**src/rtl/demux_1to2_buf_if.sv**
```systemverilog
// Bundles the upstream handshake, two downstream ports and occupancy counts of demux_1to2_buf.
// slave = the demux itself; master = whatever drives upstream and sinks both ports.
interface demux_1to2_buf_if #(parameter int size = 32);
    logic [size-1:0] data_i;
    logic            select_i;
    logic            valid_i;
    logic            ready_o;
    logic [size-1:0] data0_o;
    logic            valid0_o;
    logic            ready0_i;
    logic [size-1:0] data1_o;
    logic            valid1_o;
    logic            ready1_i;
    logic [1:0]      count0_o;
    logic [1:0]      count1_o;

    modport slave (
        input  data_i, select_i, valid_i, ready0_i, ready1_i,
        output ready_o, data0_o, valid0_o, data1_o, valid1_o, count0_o, count1_o
    );

    modport master (
        output data_i, select_i, valid_i, ready0_i, ready1_i,
        input  ready_o, data0_o, valid0_o, data1_o, valid1_o, count0_o, count1_o
    );
endinterface

```
**src/rtl/demux_1to2_buf.sv**
```systemverilog
// 1-to-2 demux with a 2-deep FIFO per port; accept-to-valid latency 1 cycle.
// ready_o drops only when the selected port's FIFO is full; it never looks at downstream ready.
module demux_1to2_buf #(
    parameter int size = 32
) (
    input  logic              clk_i,
    input  logic              rst_i,
    demux_1to2_buf_if.slave   bus
);

    logic [size-1:0] mem_q [2][2];
    logic [size-1:0] mem_d [2][2];
    logic [1:0]      rd_ptr_q, rd_ptr_d;
    logic [1:0]      wr_ptr_q, wr_ptr_d;
    logic [1:0]      cnt_q [2];
    logic [1:0]      cnt_d [2];
    logic [1:0]      push;
    logic [1:0]      pop;
    logic            ready;

    always_comb begin
        ready   = rst_i && (bus.select_i ? (cnt_q[1] < 2'd2) : (cnt_q[0] < 2'd2));
        push[0] = bus.valid_i & ready & ~bus.select_i;
        push[1] = bus.valid_i & ready &  bus.select_i;
        pop[0]  = (cnt_q[0] != 2'd0) & bus.ready0_i;
        pop[1]  = (cnt_q[1] != 2'd0) & bus.ready1_i;

        mem_d    = mem_q;
        rd_ptr_d = rd_ptr_q;
        wr_ptr_d = wr_ptr_q;
        cnt_d    = cnt_q;
        for (int k = 0; k < 2; k++) begin
            if (push[k]) begin
                mem_d[k][wr_ptr_q[k]] = bus.data_i;
                wr_ptr_d[k]           = ~wr_ptr_q[k];
            end
            // Popped entries are zeroed so the head slot of an empty FIFO reads as 0.
            // Push and pop never hit the same slot: push needs count<2, pop needs count>0.
            if (pop[k]) begin
                mem_d[k][rd_ptr_q[k]] = '0;
                rd_ptr_d[k]           = ~rd_ptr_q[k];
            end
            cnt_d[k] = cnt_q[k] + {1'b0, push[k]} - {1'b0, pop[k]};
        end
    end

    always_ff @(posedge clk_i or negedge rst_i) begin
        if (!rst_i) begin
            for (int k = 0; k < 2; k++) begin
                mem_q[k][0] <= '0;
                mem_q[k][1] <= '0;
                cnt_q[k]    <= 2'd0;
            end
            rd_ptr_q <= 2'b00;
            wr_ptr_q <= 2'b00;
        end else begin
            mem_q    <= mem_d;
            cnt_q    <= cnt_d;
            rd_ptr_q <= rd_ptr_d;
            wr_ptr_q <= wr_ptr_d;
        end
    end

    assign bus.ready_o  = ready;
    assign bus.valid0_o = (cnt_q[0] != 2'd0);
    assign bus.valid1_o = (cnt_q[1] != 2'd0);
    assign bus.data0_o  = mem_q[0][rd_ptr_q[0]];
    assign bus.data1_o  = mem_q[1][rd_ptr_q[1]];
    assign bus.count0_o = cnt_q[0];
    assign bus.count1_o = cnt_q[1];

endmodule

```
**src/flat_wrapper.sv**
```systemverilog
// flat-port wrapper written by rule: the top's interface ports become plain ports
module demux_1to2_buf_flat 
#(
    parameter int size = 32
)
  (clk_i, rst_i, bus_data_i, bus_select_i, bus_valid_i, bus_ready0_i, bus_ready1_i, bus_ready_o, bus_data0_o, bus_valid0_o, bus_data1_o, bus_valid1_o, bus_count0_o, bus_count1_o);
  demux_1to2_buf_if #(.size(size)) bus_i ();
  input  logic clk_i;
  input  logic rst_i;
  input wire logic [$bits(bus_i.data_i)-1:0] bus_data_i;
  input wire logic [$bits(bus_i.select_i)-1:0] bus_select_i;
  input wire logic [$bits(bus_i.valid_i)-1:0] bus_valid_i;
  input wire logic [$bits(bus_i.ready0_i)-1:0] bus_ready0_i;
  input wire logic [$bits(bus_i.ready1_i)-1:0] bus_ready1_i;
  output wire logic [$bits(bus_i.ready_o)-1:0] bus_ready_o;
  output wire logic [$bits(bus_i.data0_o)-1:0] bus_data0_o;
  output wire logic [$bits(bus_i.valid0_o)-1:0] bus_valid0_o;
  output wire logic [$bits(bus_i.data1_o)-1:0] bus_data1_o;
  output wire logic [$bits(bus_i.valid1_o)-1:0] bus_valid1_o;
  output wire logic [$bits(bus_i.count0_o)-1:0] bus_count0_o;
  output wire logic [$bits(bus_i.count1_o)-1:0] bus_count1_o;
  assign bus_i.data_i = bus_data_i;
  assign bus_i.select_i = bus_select_i;
  assign bus_i.valid_i = bus_valid_i;
  assign bus_i.ready0_i = bus_ready0_i;
  assign bus_i.ready1_i = bus_ready1_i;
  assign bus_ready_o = bus_i.ready_o;
  assign bus_data0_o = bus_i.data0_o;
  assign bus_valid0_o = bus_i.valid0_o;
  assign bus_data1_o = bus_i.data1_o;
  assign bus_valid1_o = bus_i.valid1_o;
  assign bus_count0_o = bus_i.count0_o;
  assign bus_count1_o = bus_i.count1_o;
  demux_1to2_buf #(.size(size)) u_core (.clk_i(clk_i), .rst_i(rst_i), .bus(bus_i));
endmodule
```
**config.mk**
```make
export PLATFORM = sky130hd
export DESIGN_NAME = demux_1to2_buf_flat
export DESIGN_NICKNAME = d
export VERILOG_FILES = /design/src/rtl/demux_1to2_buf_if.sv /design/src/rtl/demux_1to2_buf.sv /design/src/flat_wrapper.sv
export SDC_FILE = /design/constraint.sdc
export NUM_CORES = 1
export LEC_CHECK = 0
export BUFFER_PORTS_ARGS = -buffer_cell sky130_fd_sc_hd__buf_2
export CORE_MARGIN = 2
export CORE_UTILIZATION = 30
export CTS_CLUSTER_DIAMETER = 50
export DETAILED_ROUTE_END_ITERATION = 8
export GPL_TIMING_DRIVEN = 0
export HOLD_SLACK_MARGIN = 0.03
export SKIP_LAST_GASP = 1
export SYNTH_ARGS = -nofsm -noshare
export SYNTH_HDL_FRONTEND = slang
export SYNTH_SLANG_ARGS = --single-unit
```
**constraint.sdc**
```tcl
create_clock -name clk_i -period 1.9 [get_ports clk_i]
set_input_delay 0.285 -clock clk_i [delete_from_list [all_inputs] [get_ports clk_i]]
set_output_delay 0.285 -clock clk_i [all_outputs]
set_load 0.01 [all_outputs]
```
==> results.json <==
{
  "setup-violations-final": 0,
  "io_buffers": 108,
  "synth_top_flop_cell": "dfrtp_1",
  "viasPerCell": 5.34,
  "grt_setup_unrepaired": "true",
  "clock_latency_ns": 0.42,
  "path_clk_slew_ns": 0.06,
  "finalHoldViolations": 72,
  "max_freq_ghz": 0.530,
  "r2r_end": "u_core.mem_q[15]",
  "synth_xor_area_share_pct": 1.06,
  "place_congestion": 0.829,
  "die_w_um": 153,
  "cts_tree": "done",
  "dieArea_um2": 23300,
  "ant_nets": 0,
  "synth.avg_cell_area_um2": 9.60,
  "stdcell_area_um2": 8330,
  "layout_commonest_cell": "dfrtp_1",
  "chipHeight_um": 153,
  "max_slew_margin_pct": 58.5,
  "synth_edf_count": 0,
  "crit_arrival_ns": 1.60,
  "grt_pass1_vias": 5875,
  "crit_path_end_kind": "primary output",
  "synth_area_um2": 6640,
  "n_antenna_cell": 0,
  "grt-ovfl-total": 0,
  "finalWirelength_um": 21600,
  "drtIter0Drc": 465,
  "ys.warnings.count": 0,
  "pwr_density_cell_nw_per_um2": 1460,
  "cts_root_buf": "clkbuf_16",
  "violations": "negative hold slack",
  "synth-compound-area-share_pct": 15.2,
  "core-area_um2": 21800,
  "numClockSinks": 136,
  "startpoint_type": "register",
  "maxCapViolCount": 0,
  "dr.pass1.iters": 7,
  "power_uw": 12100,
  "synthMuxAreaShare_pct": 11.0,
  "ff2ff_path_depth": 4,
  "dp_cells": 1081,
  "yosys.cell_types.count": 28,
  "grt_pass1_wl_um": 33500,
  "syn_to_final_growth_pct": 25.5,
  "synth_fa_ha_area_share_pct": 0.377,
  "slew_violations": 0,
  "rrSetupSlack_ns": 0.11,
  "synth-simple-area-share_pct": 15.7,
  "instances_no_fill": 1119,
  "layout.nets": 867,
  "synth_cells": 692,
  "pin_count": 109,
  "holdWs_ns": -0.240,
  "routedWlPerCell_um": 19.3,
  "cts-htree-levels": 4,
  "dp_hpwl_um": 14600,
  "async_flop_share_pct": 100,
  "vias": 5970,
  "start_util_pct": 30.5,
  "grt_antenna_before_repair": 0,
  "startpoint": "u_core.rd_ptr_q[1]",
  "synth_seq_cells": 136,
  "cp.required_ns": 1.62,
  "track_usage_pct": 18.3,
  "cts_made_buffers": 17,
  "synth_fp_nets": 732,
  "post_dp_cell_area_um2": 7560,
  "max-clock-path-buffers": 2,
  "synth_top_family_by_area": "simple AND/OR/NAND/NOR gates",
  "tightestPinTransition_ns": 0.622,
  "drc": 0,
  "worstHoldPathType": "in2async",
  "rr_startpoint": "u_core.bus.count1_o[1]",
  "skew_ns": 0.00457,
  "num_rows": 54,
  "timing_worst_setup_path_type": "reg2out",
  "grt_max_degree": 74,
  "vdd_drop_max_v": 0.000739,
  "status": "finished with violations",
  "drive_above_1_share_pct": 30.5,
  "fin_crit_ns": 1.89,
  "layout_common_cells": "dfrtp_1, buf_2, o21ai_0",
  "cp_max_fo": 10,
  "yosysSeqAreaShare_pct": 51.3,
  "fin_crit_sh_pct": 99.3,
  "p_leak_uw": 0.00382
}
==> metrics by stage <==
step                      hold slack (ns)  setup TNS [ns]  setup WS [ns]  utilization (%)
final                              -0.240               0         0.0134             38.3
after global routing               -0.202          -0.177        -0.0196             38.3
after CTS                          -0.219               0        0.00804             37.7
after detailed placement            0.359          -63.76         -0.627             34.8
after global placement              0.500         -550.48          -2.66             34.6
after floorplan                   -0.0106               0          0.312                -
==> layout make-up <==
class,instances,area (um2)
fillers,2220,13400
flip-flops and latches,136,3400
multi-input cells,477,2880
repair buffers,116,671
clock buffers,21,460
plain buffers,72,435
well taps,280,350
clock inverters,10,103
inverters,7,26.3
==> routing by layer <==
metal | vias up | routed length [um] | track usage (%)
met1 | 2929 | 10200 | 26.3
met5 | - | 0 | 0
met3 | 26 | 1410 | 4.15
met4 | 0 | 410 | 5.38
li1 | 2777 | - | -
met2 | 238 | 9610 | 27.5
==> worst max path at each step <==
stage                             endpoint  slack [ns]  cells after the start
floorplan           u_core.bus.count1_o[1]        0.31                      6
global placement          u_core.mem_q[15]       -2.66                      5
detailed placement        u_core.mem_q[85]       -0.63                      6
CTS                        bus_data1_o[14]       0.008                      4
global route               bus_data1_o[14]       -0.02                      4
finish                     bus_data1_o[25]        0.01                      4
==> state kept, by name, summed over array words and instances, names as in the netlist <==
name and cells:
u_core.rd_ptr_q 2, u_core.bus.count1_o 2, u_core.mem_q 128, u_core.wr_ptr_q 2, u_core.bus.count0_o 2
==> cell families after synthesis <==
group	count (synthesis)
compound gates	198
xor+xnor	8
fa+ha+maj	2
buf+inv	79
flops	136
mux	65
simple gates	204
==> worst max-delay path, stage by stage (launching register included) <==
cell,delay [ns]
dfrtp_1,0.35
buf_8,0.17
buf_12,0.15
mux2_2,0.36
buf_2,0.15
==> power breakdown <==
group / internal, uW / leakage [uW] / switching, uW
Combinational: 1920 / 0.00168 / 2970
Sequential: 3640 / 0.00185 / 433
Clock: 1970 / 0.000282 / 1210
Total: 7530 / 0.00382 / 4610
==> repair_timing <==
| item | CTS | global route |
|---|---|---|
| setup buffers | 0 | 5 |
| endpoints found under the hold margin | 72 | 72 |
| setup endpoints to repair | 166 | 105 |
| gates resized for setup | 22 | 16 |
| gates cloned | 0 | 2 |
==> cells in the mapped netlist, types with 2 or more instances <==
cell | n | share of area [%]
nand3_1 | 64 | 4.8
o211ai_2 | 2 | 0.38
a21oi_1 | 64 | 4.8
ha_1 | 2 | 0.38
buf_2 | 27 | 2.0
buf_4 | 5 | 0.57
mux2_2 | 64 | 11
xnor2_1 | 8 | 1.1
or2_2 | 2 | 0.19
o21ai_1 | 8 | 0.60
clkbuf_1 | 34 | 1.9
inv_1 | 5 | 0.28
dfrtp_1 | 136 | 51
clkbuf_2 | 6 | 0.45
clkinv_1 | 2 | 0.11
nand2_1 | 64 | 3.6
nor2_1 | 4 | 0.23
o21ai_0 | 122 | 9.2
nand4_1 | 64 | 6.0
(Power assumes the default switching activity.)
